`src/rtl/fifo_param_if.sv`:
```
// Handshake and status bundle between a FIFO client and fifo_param.
// The client (master) drives requests and write data; the FIFO (slave)
// returns head data, occupancy and flags.
interface fifo_param_if #(
   parameter int DATA_W = 8,
   parameter int ADDR_W = 4
) ();
   logic              flush;
   logic              push;
   logic [DATA_W-1:0] w_data;
   logic              pop;
   logic              clr_err;
   logic [DATA_W-1:0] r_data;
   logic              full;
   logic              empty;
   logic              almost_full;
   logic              almost_empty;
   logic [ADDR_W:0]   count;
   logic              overflow;
   logic              underflow;

   modport master (
      output flush, push, w_data, pop, clr_err,
      input  r_data, full, empty, almost_full, almost_empty, count,
             overflow, underflow
   );

   modport slave (
      input  flush, push, w_data, pop, clr_err,
      output r_data, full, empty, almost_full, almost_empty, count,
             overflow, underflow
   );
endinterface

```
`src/rtl/fifo_param.sv`:
```
// Parametrised synchronous show-ahead FIFO with occupancy count,
// programmable almost-full/almost-empty thresholds, sticky overflow and
// underflow flags and a synchronous flush. A push while full is accepted
// when a pop happens in the same cycle (pass-through at full).
module fifo_param #(
   parameter int DATA_W   = 8,
   parameter int ADDR_W   = 4,
   parameter int AF_LEVEL = 12,
   parameter int AE_LEVEL = 4
) (
   input logic         clk,
   input logic         rst,   // asynchronous, active-low
   fifo_param_if.slave bus
);
   localparam int              DEPTH   = 2 ** ADDR_W;
   localparam logic [ADDR_W:0] DEPTH_C = (ADDR_W + 1)'(DEPTH);
   localparam logic [ADDR_W:0] AF_C    = (ADDR_W + 1)'(AF_LEVEL);
   localparam logic [ADDR_W:0] AE_C    = (ADDR_W + 1)'(AE_LEVEL);

   // Storage: written synchronously, read combinationally from r_ptr.
   logic [DATA_W-1:0] mem [DEPTH];

   logic [ADDR_W-1:0] w_ptr_q, w_ptr_d;
   logic [ADDR_W-1:0] r_ptr_q, r_ptr_d;
   logic [ADDR_W:0]   count_q, count_d;
   logic              overflow_q, overflow_d;
   logic              underflow_q, underflow_d;

   logic full, empty;
   logic wr_en, rd_en;
   logic ovf_set, udf_set;

   // Status flags decoded from the registered occupancy.
   always_comb begin
      full  = (count_q == DEPTH_C);
      empty = (count_q == '0);
   end

   // Accepted operations, error set conditions and next-state values.
   // Flush overrides push/pop for the cycle but leaves the error flags alone.
   always_comb begin
      wr_en   = bus.push & (~full | bus.pop) & ~bus.flush;
      rd_en   = bus.pop & ~empty & ~bus.flush;
      ovf_set = bus.push & full & ~bus.pop & ~bus.flush;
      udf_set = bus.pop & empty & ~bus.flush;

      w_ptr_d = w_ptr_q;
      r_ptr_d = r_ptr_q;
      count_d = count_q;

      if (bus.flush) begin
         w_ptr_d = '0;
         r_ptr_d = '0;
         count_d = '0;
      end else begin
         if (wr_en) w_ptr_d = w_ptr_q + ADDR_W'(1);
         if (rd_en) r_ptr_d = r_ptr_q + ADDR_W'(1);
         if (wr_en && !rd_en)      count_d = count_q + (ADDR_W + 1)'(1);
         else if (rd_en && !wr_en) count_d = count_q - (ADDR_W + 1)'(1);
      end

      // A new error event in the same cycle as clr_err keeps the flag set.
      overflow_d  = ovf_set | (overflow_q  & ~bus.clr_err);
      underflow_d = udf_set | (underflow_q & ~bus.clr_err);
   end

   // Pointer, count and error-flag registers with asynchronous reset.
   always_ff @(posedge clk or negedge rst) begin
      if (!rst) begin
         w_ptr_q     <= '0;
         r_ptr_q     <= '0;
         count_q     <= '0;
         overflow_q  <= 1'b0;
         underflow_q <= 1'b0;
      end else begin
         w_ptr_q     <= w_ptr_d;
         r_ptr_q     <= r_ptr_d;
         count_q     <= count_d;
         overflow_q  <= overflow_d;
         underflow_q <= underflow_d;
      end
   end

   // Storage write port; contents are deliberately not reset.
   always_ff @(posedge clk) begin
      if (wr_en) mem[w_ptr_q] <= bus.w_data;
   end

   assign bus.r_data       = empty ? '0 : mem[r_ptr_q];
   assign bus.full         = full;
   assign bus.empty        = empty;
   assign bus.almost_full  = (count_q >= AF_C);
   assign bus.almost_empty = (count_q <= AE_C);
   assign bus.count        = count_q;
   assign bus.overflow     = overflow_q;
   assign bus.underflow    = underflow_q;
endmodule

```
`src/flat_wrapper.sv`:
```
// flat-port wrapper written by rule: the top's interface ports become plain ports
module fifo_param_flat 
#(
   parameter int DATA_W   = 8,
   parameter int ADDR_W   = 4,
   parameter int AF_LEVEL = 12,
   parameter int AE_LEVEL = 4
)
  (clk, rst, bus_flush, bus_push, bus_w_data, bus_pop, bus_clr_err, bus_r_data, bus_full, bus_empty, bus_almost_full, bus_almost_empty, bus_count, bus_overflow, bus_underflow);
  fifo_param_if #(.DATA_W(DATA_W), .ADDR_W(ADDR_W)) bus_i ();
  input logic clk;
  input logic rst;
  input wire logic [$bits(bus_i.flush)-1:0] bus_flush;
  input wire logic [$bits(bus_i.push)-1:0] bus_push;
  input wire logic [$bits(bus_i.w_data)-1:0] bus_w_data;
  input wire logic [$bits(bus_i.pop)-1:0] bus_pop;
  input wire logic [$bits(bus_i.clr_err)-1:0] bus_clr_err;
  output wire logic [$bits(bus_i.r_data)-1:0] bus_r_data;
  output wire logic [$bits(bus_i.full)-1:0] bus_full;
  output wire logic [$bits(bus_i.empty)-1:0] bus_empty;
  output wire logic [$bits(bus_i.almost_full)-1:0] bus_almost_full;
  output wire logic [$bits(bus_i.almost_empty)-1:0] bus_almost_empty;
  output wire logic [$bits(bus_i.count)-1:0] bus_count;
  output wire logic [$bits(bus_i.overflow)-1:0] bus_overflow;
  output wire logic [$bits(bus_i.underflow)-1:0] bus_underflow;
  assign bus_i.flush = bus_flush;
  assign bus_i.push = bus_push;
  assign bus_i.w_data = bus_w_data;
  assign bus_i.pop = bus_pop;
  assign bus_i.clr_err = bus_clr_err;
  assign bus_r_data = bus_i.r_data;
  assign bus_full = bus_i.full;
  assign bus_empty = bus_i.empty;
  assign bus_almost_full = bus_i.almost_full;
  assign bus_almost_empty = bus_i.almost_empty;
  assign bus_count = bus_i.count;
  assign bus_overflow = bus_i.overflow;
  assign bus_underflow = bus_i.underflow;
  fifo_param #(.DATA_W(DATA_W), .ADDR_W(ADDR_W), .AF_LEVEL(AF_LEVEL), .AE_LEVEL(AE_LEVEL)) u_core (.clk(clk), .rst(rst), .bus(bus_i));
endmodule
```
`config.mk`:
```
export PLATFORM = sky130hd
export DESIGN_NAME = fifo_param_flat
export DESIGN_NICKNAME = d
export VERILOG_FILES = /design/src/rtl/fifo_param_if.sv /design/src/rtl/fifo_param.sv /design/src/flat_wrapper.sv
export SDC_FILE = /design/constraint.sdc
export NUM_CORES = 1
export LEC_CHECK = 0
export BUFFER_PORTS_ARGS = -buffer_cell sky130_fd_sc_hd__buf_2
export CORE_MARGIN = 3
export CORE_UTILIZATION = 55
export CTS_BUF_LIST = sky130_fd_sc_hd__clkbuf_8
export DETAILED_ROUTE_END_ITERATION = 6
export PLACE_DENSITY_LB_ADDON = 0.3
export SLEW_MARGIN = 20
export SYNTH_ARGS = -nofsm -noshare
export SYNTH_HDL_FRONTEND = slang
export SYNTH_SLANG_ARGS = --single-unit
export TNS_END_PERCENT = 100
```
`constraint.sdc`:
```
create_clock -name clk -period 8.8 [get_ports clk]
set_clock_uncertainty 0.05 [all_clocks]
set_input_delay 1.76 -clock clk [delete_from_list [all_inputs] [get_ports clk]]
set_output_delay 1.76 -clock clk [all_outputs]
set_load 0.005 [all_outputs]
```
==> metrics.md <==
| Metric | Value |
|---|---|
| Pin count of the biggest net entering global routing | `36` |
| Max Transition Viols Final | `0` |
| Critical path's slowest cell | `dfrtp_2` |
| Final hold slack | `0.491 ns` |
| Total die area | `12400 µm²` |
| Seq/Total Area, Yosys | `0.692` |
| Crit path required time | `6.99 ns` |
| Site Rows | `37` |
| Avg Inst Size Synth | `19.5 µm²` |
| Die H | `111 µm` |
| DRC Markers | `0` |
| Clock buffer depth | `2` |
| Mapped Cells | `313` |
| Total wire length | `11.9 mm` |
| Grt ovf | `0` |
| Status | `finished clean` |
| Number of synthesized register bits | `143` |
| CTS buffer count | `17` |
| Post-synth EDFFs | `128` |
| CP arrival | `2.99 ns` |
| GRT Overall Usage | `0.203` |
| Commonest cells after routing, fill and taps aside | `128 x edfxtp_1, 32 x buf_2, 22 x mux4_2` |
| Clk_lat worst skew | `0.43 ns` |
| Vias in the first global route | `3191` |
| Yosys top cell by area | `edfxtp_1` |
| Slew @ Worst Pin | `1.17 ns` |
| Synth cell types | `46` |
| TNS Setup | `0 ns` |
| # Max-Cap Violations | `0` |
| Initial antenna violation count | `0` |
| Async set-or-reset flop fraction in the synthesized netlist | `0.105` |
| Minimum clock period | `4.80 ns` |
| Most common cell after layout, fill and taps aside | `edfxtp_1` |
| CP Class | `flip-flop to output pin` |
| Initial DRC Count | `286` |
| Core footprint | `10600 µm²` |
| Fill cells | `736` |
| RSZ-0062 raised after global routing | `false` |
| Critical-path cell list | `mux4_1 > mux4_2 > nor2b_1 > buf_2` |
| Via count | `3134` |
| Static leakage | `2.30 nW` |
| CP endpoint kind | `output pin` |
| CTS root buf | `clkbuf_8` |
| R2R Setup Slk | `5.71 ns` |
| Htree depth | `4` |
| Final-report setup violation count | `0` |
| GPL Wtd Cong | `0.812` |
| PwrDens | `267 nW/µm²` |
| Dpl hpwl | `7.46 mm` |
| Fin crit share | `0.545` |
| Placed Cells | `467` |
| Hold Violations, Final | `0` |
| Starting density of the core | `0.578` |
| # clock sinks | `143` |
| Crit start category | `flip-flop` |
| Util after Layout | `0.638` |
| Final Non-Filler Cells | `499` |
| Clk slew on worst S/H paths | `0.07 ns` |
| TritonCTS clock tree | `yes` |
| Slew HR | `0.220` |
| Die width | `111 µm` |
| Synth Warn # | `0` |
| Worst VDD drop | `128 µV` |
| Crit-path max FO | `35` |
| Layout cells sized above 1 | `0.273` |
| Worst hold path type | `flip-flop to flip-flop` |
| Top-Level Pins | `33` |
| First-pass GRT wire length | `18.5 mm` |
| Antenna cells | `0` |
| Top post-synthesis cells by area | `edfxtp_1 63%, mux4_2 8.1%, mux4_1 7.8%, dfrtp_1 6.2%, ha_1 1.8%` |
| Post-layout nets | `374` |
| Top cell type's share of synthesized area | `0.630` |
| Top_reg_cell synth | `edfxtp_1` |
| Mapped Nets | `337` |
| Avg WL per Cell | `23.9 µm` |
| Via-per-instance ratio | `6.28` |
| DRT antenna net count | `0` |
| Post_cts resized | `0` |
| Setup bufs post-CTS | `0` |
| Port bufs | `32` |
| First-pass iteration count of the detailed router | `4` |
| Hold_buf cts | `0` |
| Slowest stage delay, CP | `1.05 ns` |
| Fmax | `209 MHz` |
| Post-Syn Area | `6100 µm²` |
| Area grow syn2layout | `10.3%` |
-- path summary, 6_finish.rpt --
path                                                 startpoint                               to  depth (start not counted)
worst max-delay path              u_core.r_ptr_q[0]$_DFFE_PN0P_                    bus_r_data[5]                          4
worst min-delay path              u_core.bus.overflow$_DFF_PN0_    u_core.bus.overflow$_DFF_PN0_                          2
worst max register to register  u_core.bus.count[0]$_DFFE_PN0P_  u_core.bus.count[4]$_DFFE_PN0P_                          7
worst min register to register    u_core.bus.overflow$_DFF_PN0_    u_core.bus.overflow$_DFF_PN0_                          2
max in group asynchronous                                   rst    u_core.r_ptr_q[0]$_DFFE_PN0P_                          1
min in group asynchronous                                   rst    u_core.w_ptr_q[3]$_DFFE_PN0P_                          1
-- sequential cells by signal, summed over array words and instances, names as in the netlist --
register              flops
u_core.w_ptr_q            4
u_core.bus.overflow       1
u_core.bus.underflow      1
u_core.mem              128
u_core.r_ptr_q            4
u_core.bus.count          5
-- logic make-up after synthesis --
kind of cell               count (synthesis)  share of synthesized area
AOI/OAI and AO/OA                         27                     0.0343
and+or+nand+nor                           64                     0.0550
xor gates and xnor gates                   5                    0.00718
muxes                                     43                      0.164
DFF                                      143                      0.692
adders and majority gates                 10                     0.0217
buffers and inverters                     21                     0.0267
-- worst max-delay path: cells and delay by family, from the launching register on --
family / cells / cell delay [ns]
buf+inv: 1 / 0.14
flops: 1 / 1.05
mux: 2 / 1.19
simple gates: 1 / 0.15
-- synthesized netlist by cell type, types with 3 or more instances --
master and n:
edfxtp_1 128, buf_6 3, mux4_2 22, xor2_1 4, dfrtp_1 15, nand3_1 5
nor3_1 7, nand2b_1 5, inv_1 6, nor2_1 21, buf_4 3, o21a_1 5
mux2i_1 3, mux4_1 18, nor2b_1 9, o211ai_1 4, a21oi_1 3, ha_1 9
nand2_1 7, and2_1 3
-- report_power, final --
group | internal (mW) | total [mW] | switching (mW) | leakage, nW
Clock | 0.279 | 0.521 | 0.242 | 0.208
Sequential | 0.763 | 0.831 | 0.0685 | 1.35
Combinational | 0.231 | 0.442 | 0.211 | 0.739
Total | 1.27 | 1.79 | 0.521 | 2.30
-- layout make-up --
cell class | count | area (µm²) | share of cell area
clock buffers | 17 | 234 | 0.0348
clock inverters | 15 | 171 | 0.0255
inverters | 6 | 22.5 | 0.00335
multi-input cells | 149 | 1740 | 0.259
flip-flops and latches | 143 | 4220 | 0.627
well taps | 136 | 170 | 0.0253
repair buffers | 33 | 168 | 0.0249
-- per-layer routing --
| metal | GRT usage | wire (µm) | vias up |
|---|---|---|---|
| met5 | 0 | 0 | - |
| met1 | 0.281 | 5020 | 1630 |
| li1 | - | - | 1354 |
| met3 | 0.0388 | 638 | 26 |
| met4 | 0.0884 | 312 | 0 |
| met2 | 0.320 | 5950 | 124 |
-- stage by stage --
| stage | power (mW) | setup WS (ns) | instance area [µm²] |
|---|---|---|---|
| global route | 1.87 | 3.87 | 6730 |
| finish | 1.79 | 4.00 | 6730 |
| detailed placement | 1.29 | 4.42 | 6320 |
| floorplan | 1.18 | 5.24 | 6100 |
| CTS | 1.80 | 3.96 | 6730 |
| global placement | 1.27 | 4.46 | 6320 |
No activity file was read; power rests on OpenSTA's default activity.
